===== src/rtl/uart_rx_if.sv =====
// Receive-side signal bundle for uart_rx: oversampling tick and serial line in, word and strobe out.
// frame_err is present only when UART_RX_FRAME_ERR_EN is defined.
interface uart_rx_if #(
    parameter int DATA_BITS = 8
);
    logic                 s_tick;
    logic                 rx;
    logic                 rx_done_tick;
    logic [DATA_BITS-1:0] dout;
`ifdef UART_RX_FRAME_ERR_EN
    logic                 frame_err;

    modport slave  (input s_tick, rx, output rx_done_tick, dout, frame_err);
    modport master (output s_tick, rx, input rx_done_tick, dout, frame_err);
`else
    modport slave  (input s_tick, rx, output rx_done_tick, dout);
    modport master (output s_tick, rx, input rx_done_tick, dout);
`endif
endinterface


===== src/rtl/uart_rx.sv =====
// UART receiver: 1 start, DATA_BITS data (LSB first), 1 stop, oversampled by s_tick.
// Optional UART_RX_FRAME_ERR_EN adds a registered frame_err flag from the stop-bit sample.
module uart_rx #(
    parameter int DATA_BITS = 8,
    parameter int SB_TICKS  = 16
) (
    input  logic       clk,
    input  logic       reset,
    uart_rx_if.slave   bus,
    output logic [1:0] state_dbg
);
    localparam int SW = (SB_TICKS > 2) ? $clog2(SB_TICKS) : 1;
    localparam int NW = (DATA_BITS > 2) ? $clog2(DATA_BITS) : 1;
    localparam logic [SW-1:0] S_HALF = SW'(SB_TICKS / 2 - 1);
    localparam logic [SW-1:0] S_LAST = SW'(SB_TICKS - 1);
    localparam logic [NW-1:0] N_LAST = NW'(DATA_BITS - 1);

    typedef enum logic [1:0] {
        IDLE  = 2'd0,
        START = 2'd1,
        DATA  = 2'd2,
        STOP  = 2'd3
    } state_t;

    state_t               state;
    logic [SW-1:0]        s;
    logic [NW-1:0]        n;
    logic [DATA_BITS-1:0] b;
    logic [DATA_BITS-1:0] dout_r;
    logic                 done_r;
    logic                 rx_meta;
    logic                 rx_s;
`ifdef UART_RX_FRAME_ERR_EN
    logic                 ferr_r;
`endif

    // rx is asynchronous; both flops idle high so reset never looks like a start edge.
    always_ff @(posedge clk or posedge reset) begin
        if (reset) begin
            rx_meta <= 1'b1;
            rx_s    <= 1'b1;
        end else begin
            rx_meta <= bus.rx;
            rx_s    <= rx_meta;
        end
    end

    always_ff @(posedge clk or posedge reset) begin
        if (reset) begin
            state  <= IDLE;
            s      <= '0;
            n      <= '0;
            b      <= '0;
            dout_r <= '0;
            done_r <= 1'b0;
`ifdef UART_RX_FRAME_ERR_EN
            ferr_r <= 1'b0;
`endif
        end else begin
            done_r <= 1'b0;
            case (state)
                IDLE: begin
                    if (!rx_s) begin
                        state <= START;
                        s     <= '0;
                    end
                end
                START: begin
                    if (bus.s_tick) begin
                        if (s == S_HALF) begin
                            // A line that is high again at mid start bit was a glitch.
                            if (!rx_s) begin
                                state <= DATA;
                                s     <= '0;
                                n     <= '0;
                            end else begin
                                state <= IDLE;
                            end
                        end else begin
                            s <= s + 1'b1;
                        end
                    end
                end
                DATA: begin
                    if (bus.s_tick) begin
                        if (s == S_LAST) begin
                            s <= '0;
                            b <= {rx_s, b[DATA_BITS-1:1]};
                            if (n == N_LAST) state <= STOP;
                            else             n     <= n + 1'b1;
                        end else begin
                            s <= s + 1'b1;
                        end
                    end
                end
                STOP: begin
                    if (bus.s_tick) begin
                        if (s == S_LAST) begin
                            // Leaving at mid stop bit leaves half a bit to catch the next start edge.
                            state  <= IDLE;
                            dout_r <= b;
                            done_r <= 1'b1;
`ifdef UART_RX_FRAME_ERR_EN
                            ferr_r <= ~rx_s;
`endif
                        end else begin
                            s <= s + 1'b1;
                        end
                    end
                end
                default: state <= IDLE;
            endcase
        end
    end

    assign bus.dout         = dout_r;
    assign bus.rx_done_tick = done_r;
`ifdef UART_RX_FRAME_ERR_EN
    assign bus.frame_err    = ferr_r;
`endif
    assign state_dbg        = state;
endmodule


===== src/flat_wrapper.sv =====
// flat-port wrapper written by rule: the top's interface ports become plain ports
module uart_rx_flat 
#(
    parameter int DATA_BITS = 8,
    parameter int SB_TICKS  = 16
)
  (clk, reset, state_dbg, bus_s_tick, bus_rx, bus_rx_done_tick, bus_dout);
  uart_rx_if #(.DATA_BITS(DATA_BITS)) bus_i ();
  input  logic clk;
  input  logic reset;
  output logic [1:0] state_dbg;
  input wire logic [$bits(bus_i.s_tick)-1:0] bus_s_tick;
  input wire logic [$bits(bus_i.rx)-1:0] bus_rx;
  output wire logic [$bits(bus_i.rx_done_tick)-1:0] bus_rx_done_tick;
  output wire logic [$bits(bus_i.dout)-1:0] bus_dout;
  assign bus_i.s_tick = bus_s_tick;
  assign bus_i.rx = bus_rx;
  assign bus_rx_done_tick = bus_i.rx_done_tick;
  assign bus_dout = bus_i.dout;
  uart_rx #(.DATA_BITS(DATA_BITS), .SB_TICKS(SB_TICKS)) u_core (.clk(clk), .reset(reset), .bus(bus_i), .state_dbg(state_dbg));
endmodule

===== config.mk =====
export PLATFORM = sky130hd
export DESIGN_NAME = uart_rx_flat
export DESIGN_NICKNAME = d
export VERILOG_FILES = /design/src/rtl/uart_rx_if.sv /design/src/rtl/uart_rx.sv /design/src/flat_wrapper.sv
export SDC_FILE = /design/constraint.sdc
export NUM_CORES = 1
export LEC_CHECK = 0
export BUFFER_PORTS_ARGS = -buffer_cell sky130_fd_sc_hd__buf_2
export CORE_UTILIZATION = 60
export DETAILED_ROUTE_END_ITERATION = 10
export PLACE_DENSITY_LB_ADDON = 0.05
export SLEW_MARGIN = 5
export SYNTH_ARGS = -nofsm -noshare
export SYNTH_HDL_FRONTEND = slang
export SYNTH_SLANG_ARGS = --single-unit

===== constraint.sdc =====
create_clock -name clk -period 3.22 [get_ports clk]
set_clock_uncertainty 0.2 [all_clocks]
set_input_delay 0.161 -clock clk [delete_from_list [all_inputs] [get_ports clk]]
set_output_delay 0.161 -clock clk [all_outputs]
set_load 0.01 [all_outputs]

==> impl_summary.txt <==
----------------------------------------------------
[Worst setup path]
  FF-to-FF setup slack ... 1090 ps
  Crit path cell chain ... ha_1, nand2_2, nor2_1, and3_1, mux2_2
  Critical path endpoint category ... flop
  Cells on worst reg2reg path ... 5
  Critical path data arrival time ... 2150 ps
  Worst path slowest cell ... sky130_fd_sc_hd__and3_1
  Top fanout value on the critical path ... 9
  Data required, critical path ... 3240 ps
  CP peak stage delay ... 420 ps
  Setup CP Type ... reg -> reg
  Setup crit start kind ... flop
  Buffering stage count on the worst path with inverters included ... 0
  Total number of cells along the worst setup path ... 5
  Category of cells accounting for the largest share of critical-path delay ... simple AND/OR/NAND/NOR gates

[STA]
  Total setup violations reported at the end of the flow ... 0
  Time the final worst path needs with I/O delays and setup ... 2130 ps
  Final count of pins violating max slew ... 0
  Setup TNS ... 0 ps
  RSZ-0062 raised after global routing ... false
  Worst slew margin relative to its limit ... 30.7%
  Worst-Margin Slew ... 1040 ps
  Number of endpoints with negative hold slack in the final report ... 0
  Maximum operating frequency ... 0.470 GHz
  Final critical-path share of the clock period ... 66.1%

[Route]
  Average wire per standard cell ... 14.6 um
  First-pass DRT Iterations ... 4
  ANT nets after route ... 0
  Starting DRT DRC Count ... 38
  DRC violations left ... 0
  Routed wire length ... 2100 um
  DR vias ... 877
  Via/cell ratio ... 6.09

[Clock tree]
  Clock insertion delay at the later pin of the skew report ... 320 ps
  Root Buffer Master ... sky130_fd_sc_hd__clkbuf_4
  Number of buffers inserted by hold repair at cts ... 2
  Maximum clock insertion buffer count ... 2
  Total clock buffers created by CTS ... 3
  Clock edge transition at the registers on the reported setup and hold paths ... 140 ps
  Number of gates resized after cts ... 0
  Post-CTS setup buffers ... 0
  TritonCTS clock tree ... built
  TritonCTS sink count ... 28
  Maximum level of the CTS H-tree ... 1

[Cells and area]
  Fin area ... 1410 um2
  Total Nets Final ... 125
  Number of non-filler instances in the completed layout ... 144
  Fraction of final layout cells with drive strength greater than 1 ... 37.6%
  Number of diodes ... 0
  Area overhead of the layout relative to synthesis ... 6.74%
  Final-layout fill cell count ... 146

[Global routing]
  Tot GR Track Use ... 20.2%
  Number of antenna violations at the first check in global routing ... 0
  Maximum number of pins on one net before global-route repair ... 29
  First-pass GRT wire length ... 3710 um
  Total overflow reported by the global router ... 0
  Vias in the first global route ... 848

[Job]
  Number of max-capacitance violations reported ... 0

[Floorplanning]
  Top-Level Pins ... 15
  Full die area ... 2390 um2
  Vertical extent of the die ... 48.9 um
  Die Wd ... 48.9 um
  Starting density of the core ... 65.2%
  Core ar. ... 2020 um2
  Cell Rows ... 16

[Power]
  Sw frac ... 34.4%
  Sequential fraction of design power ... 53.8%
  Part of the total power dissipated in the clock network ... 19.8%
  Cell area power density ... 608 nW/um2
  Combinational group share of total power ... 26.4%
  Net switching power ... 294 uW
  Static leakage ... 0.000716 uW
  Internal power ... 562 uW
  Maximum resistive drop on vdd ... 0.510 mV

[Status]
  Outcome ... completed

[Placement]
  Inst Count DP ... 138
  # port buffers ... 14
  Cell area reported after detailed placement ... 1350 um2
  Half-perimeter wire length of the detailed placement result ... 1450 um
  Global placer's final weighted congestion ... 0.870

[Synthesis]
  Area share of the largest cell type after synthesis ... 49.4%
  Proportion of synthesized chip area in sequential cells ... 53.4%
  Gate count after technology mapping ... 103
  Netlist cell types ... 32
  Synth Register Bits ... 28
  Avg Synthesized Cell Area ... 12.8 um2
  Dominant cells by area after synthesis ... sky130_fd_sc_hd__dfrtp_1 (49%), sky130_fd_sc_hd__mux2_2 (15%), sky130_fd_sc_hd__dfstp_2 (4.0%), sky130_fd_sc_hd__clkbuf_8 (3.1%), sky130_fd_sc_hd__ha_1 (2.8%)
  Top cell type by total area after synthesis ... sky130_fd_sc_hd__dfrtp_1
  Syn Nets ... 110
  Syn. warnings ... 0
  Cell Area, Synth ... 1320 um2

[Worst hold path]
  Hold Crit Class ... in -> reg
  Number of stages on the worst hold path ... 3

----------------------------------------------------
-- power groups by stage --
stage	sequential, uW	combinational, uW	clock [uW]
floorplan	425	245	0
global placement	462	212	0
detailed placement	464	220	0
CTS	458	223	173
global route	470	251	187
finish	460	226	170
-- metal layers --
layer	share of wire, %	up-vias	GRT usage (%)	wire length [um]
met1	44	425	27.3	932
met5	0	-	0	0
met2	48	40	32.6	1010
li1	-	408	-	-
met4	1.5	0	8.82	31
met3	6.2	4	2.80	131
-- area by class of cell --
type                    count  area [um2]  share of cell area, %
repair buffers             16        90.1                   6.41
inverters                   4        15.0                   1.07
multi-input cells          65         528                   37.5
clock buffers               4        36.3                   2.58
well taps                  27        33.8                   2.40
flip-flops and latches     28         703                   50.0
-- cell usage after synthesis, drive strengths merged --
library cell	instances
buf	3
o22a	1
a22o	5
o21bai	1
a221o	1
clkbuf	3
nor2	5
nor3	2
a21boi	1
ha	3
nand3	3
dfstp	2
o21ai	5
a31oi	1
nand2b	1
or2	2
o221ai	1
inv	4
o2111a	1
and3	1
a21oi	4
mux2	18
nand2	3
nor3b	2
a31o	1
dfrtp	26
nand4	3
-- stage by stage --
stage,util (%),power (uW),worst slack (ps),hold WS [ps]
after floorplan,-,670,1390,-34.5
after global placement,66.8,673,1170,67.1
after detailed placement,66.8,684,1090,71.5
after CTS,69.6,854,1080,101
after global routing,69.6,907,960,129
final,69.6,855,1090,110
-- logic make-up after synthesis --
| group | after synthesis | synth area share [%] |
|---|---|---|
| DFF | 28 | 53.4 |
| muxes | 18 | 15.4 |
| adders and majority gates | 3 | 2.85 |
| and+or+nand+nor | 22 | 9.69 |
| AOI/OAI and AO/OA | 22 | 12.2 |
| buffers and inverters | 10 | 6.55 |
-- placed cells by master, fill, tap and decap left out, types with 2 or more instances in the layout --
master,count
sky130_fd_sc_hd__nor3b_1,2
sky130_fd_sc_hd__nor2_1,5
sky130_fd_sc_hd__nand3_1,3
sky130_fd_sc_hd__inv_1,4
sky130_fd_sc_hd__a21oi_1,4
sky130_fd_sc_hd__a22o_1,4
sky130_fd_sc_hd__dlygate4sd3_1,2
sky130_fd_sc_hd__o21ai_0,5
sky130_fd_sc_hd__dfstp_2,2
sky130_fd_sc_hd__buf_2,14
sky130_fd_sc_hd__mux2_2,18
sky130_fd_sc_hd__ha_1,3
sky130_fd_sc_hd__clkbuf_4,3
sky130_fd_sc_hd__nand4_1,3
sky130_fd_sc_hd__nand2_1,2
sky130_fd_sc_hd__dfrtp_1,26
-- worst paths after layout --
check	startpoint	endpoint
worst min-delay path	bus_s_tick	u_core.state_dbg[0]
worst min register to register	u_core.rx_meta	u_core.rx_s
max in group asynchronous	reset	u_core.b[1]
min in group asynchronous	reset	u_core.b[5]
worst max register to register	u_core.s[0]	u_core.bus.dout[1]
worst max-delay path	u_core.s[0]	u_core.bus.dout[1]
-- sequential cells by signal, indices dropped and copies added, names as in the netlist, named ones only --
| signal | count |
|---|---|
| u_core.b | 8 |
| u_core.s | 4 |
| u_core.rx_s | 1 |
| u_core.bus.dout | 8 |
| u_core.rx_meta | 1 |
| u_core.bus.rx_done_tick | 1 |
| u_core.n | 3 |
| u_core.state_dbg | 1 |
-- tightest hold or removal path: cells and delay by family --
family          cells  cell delay, ps
buf+inv             1             160
compound gates      1             160
simple gates        1             120
Note: power is estimated with default switching activity, not from simulation.
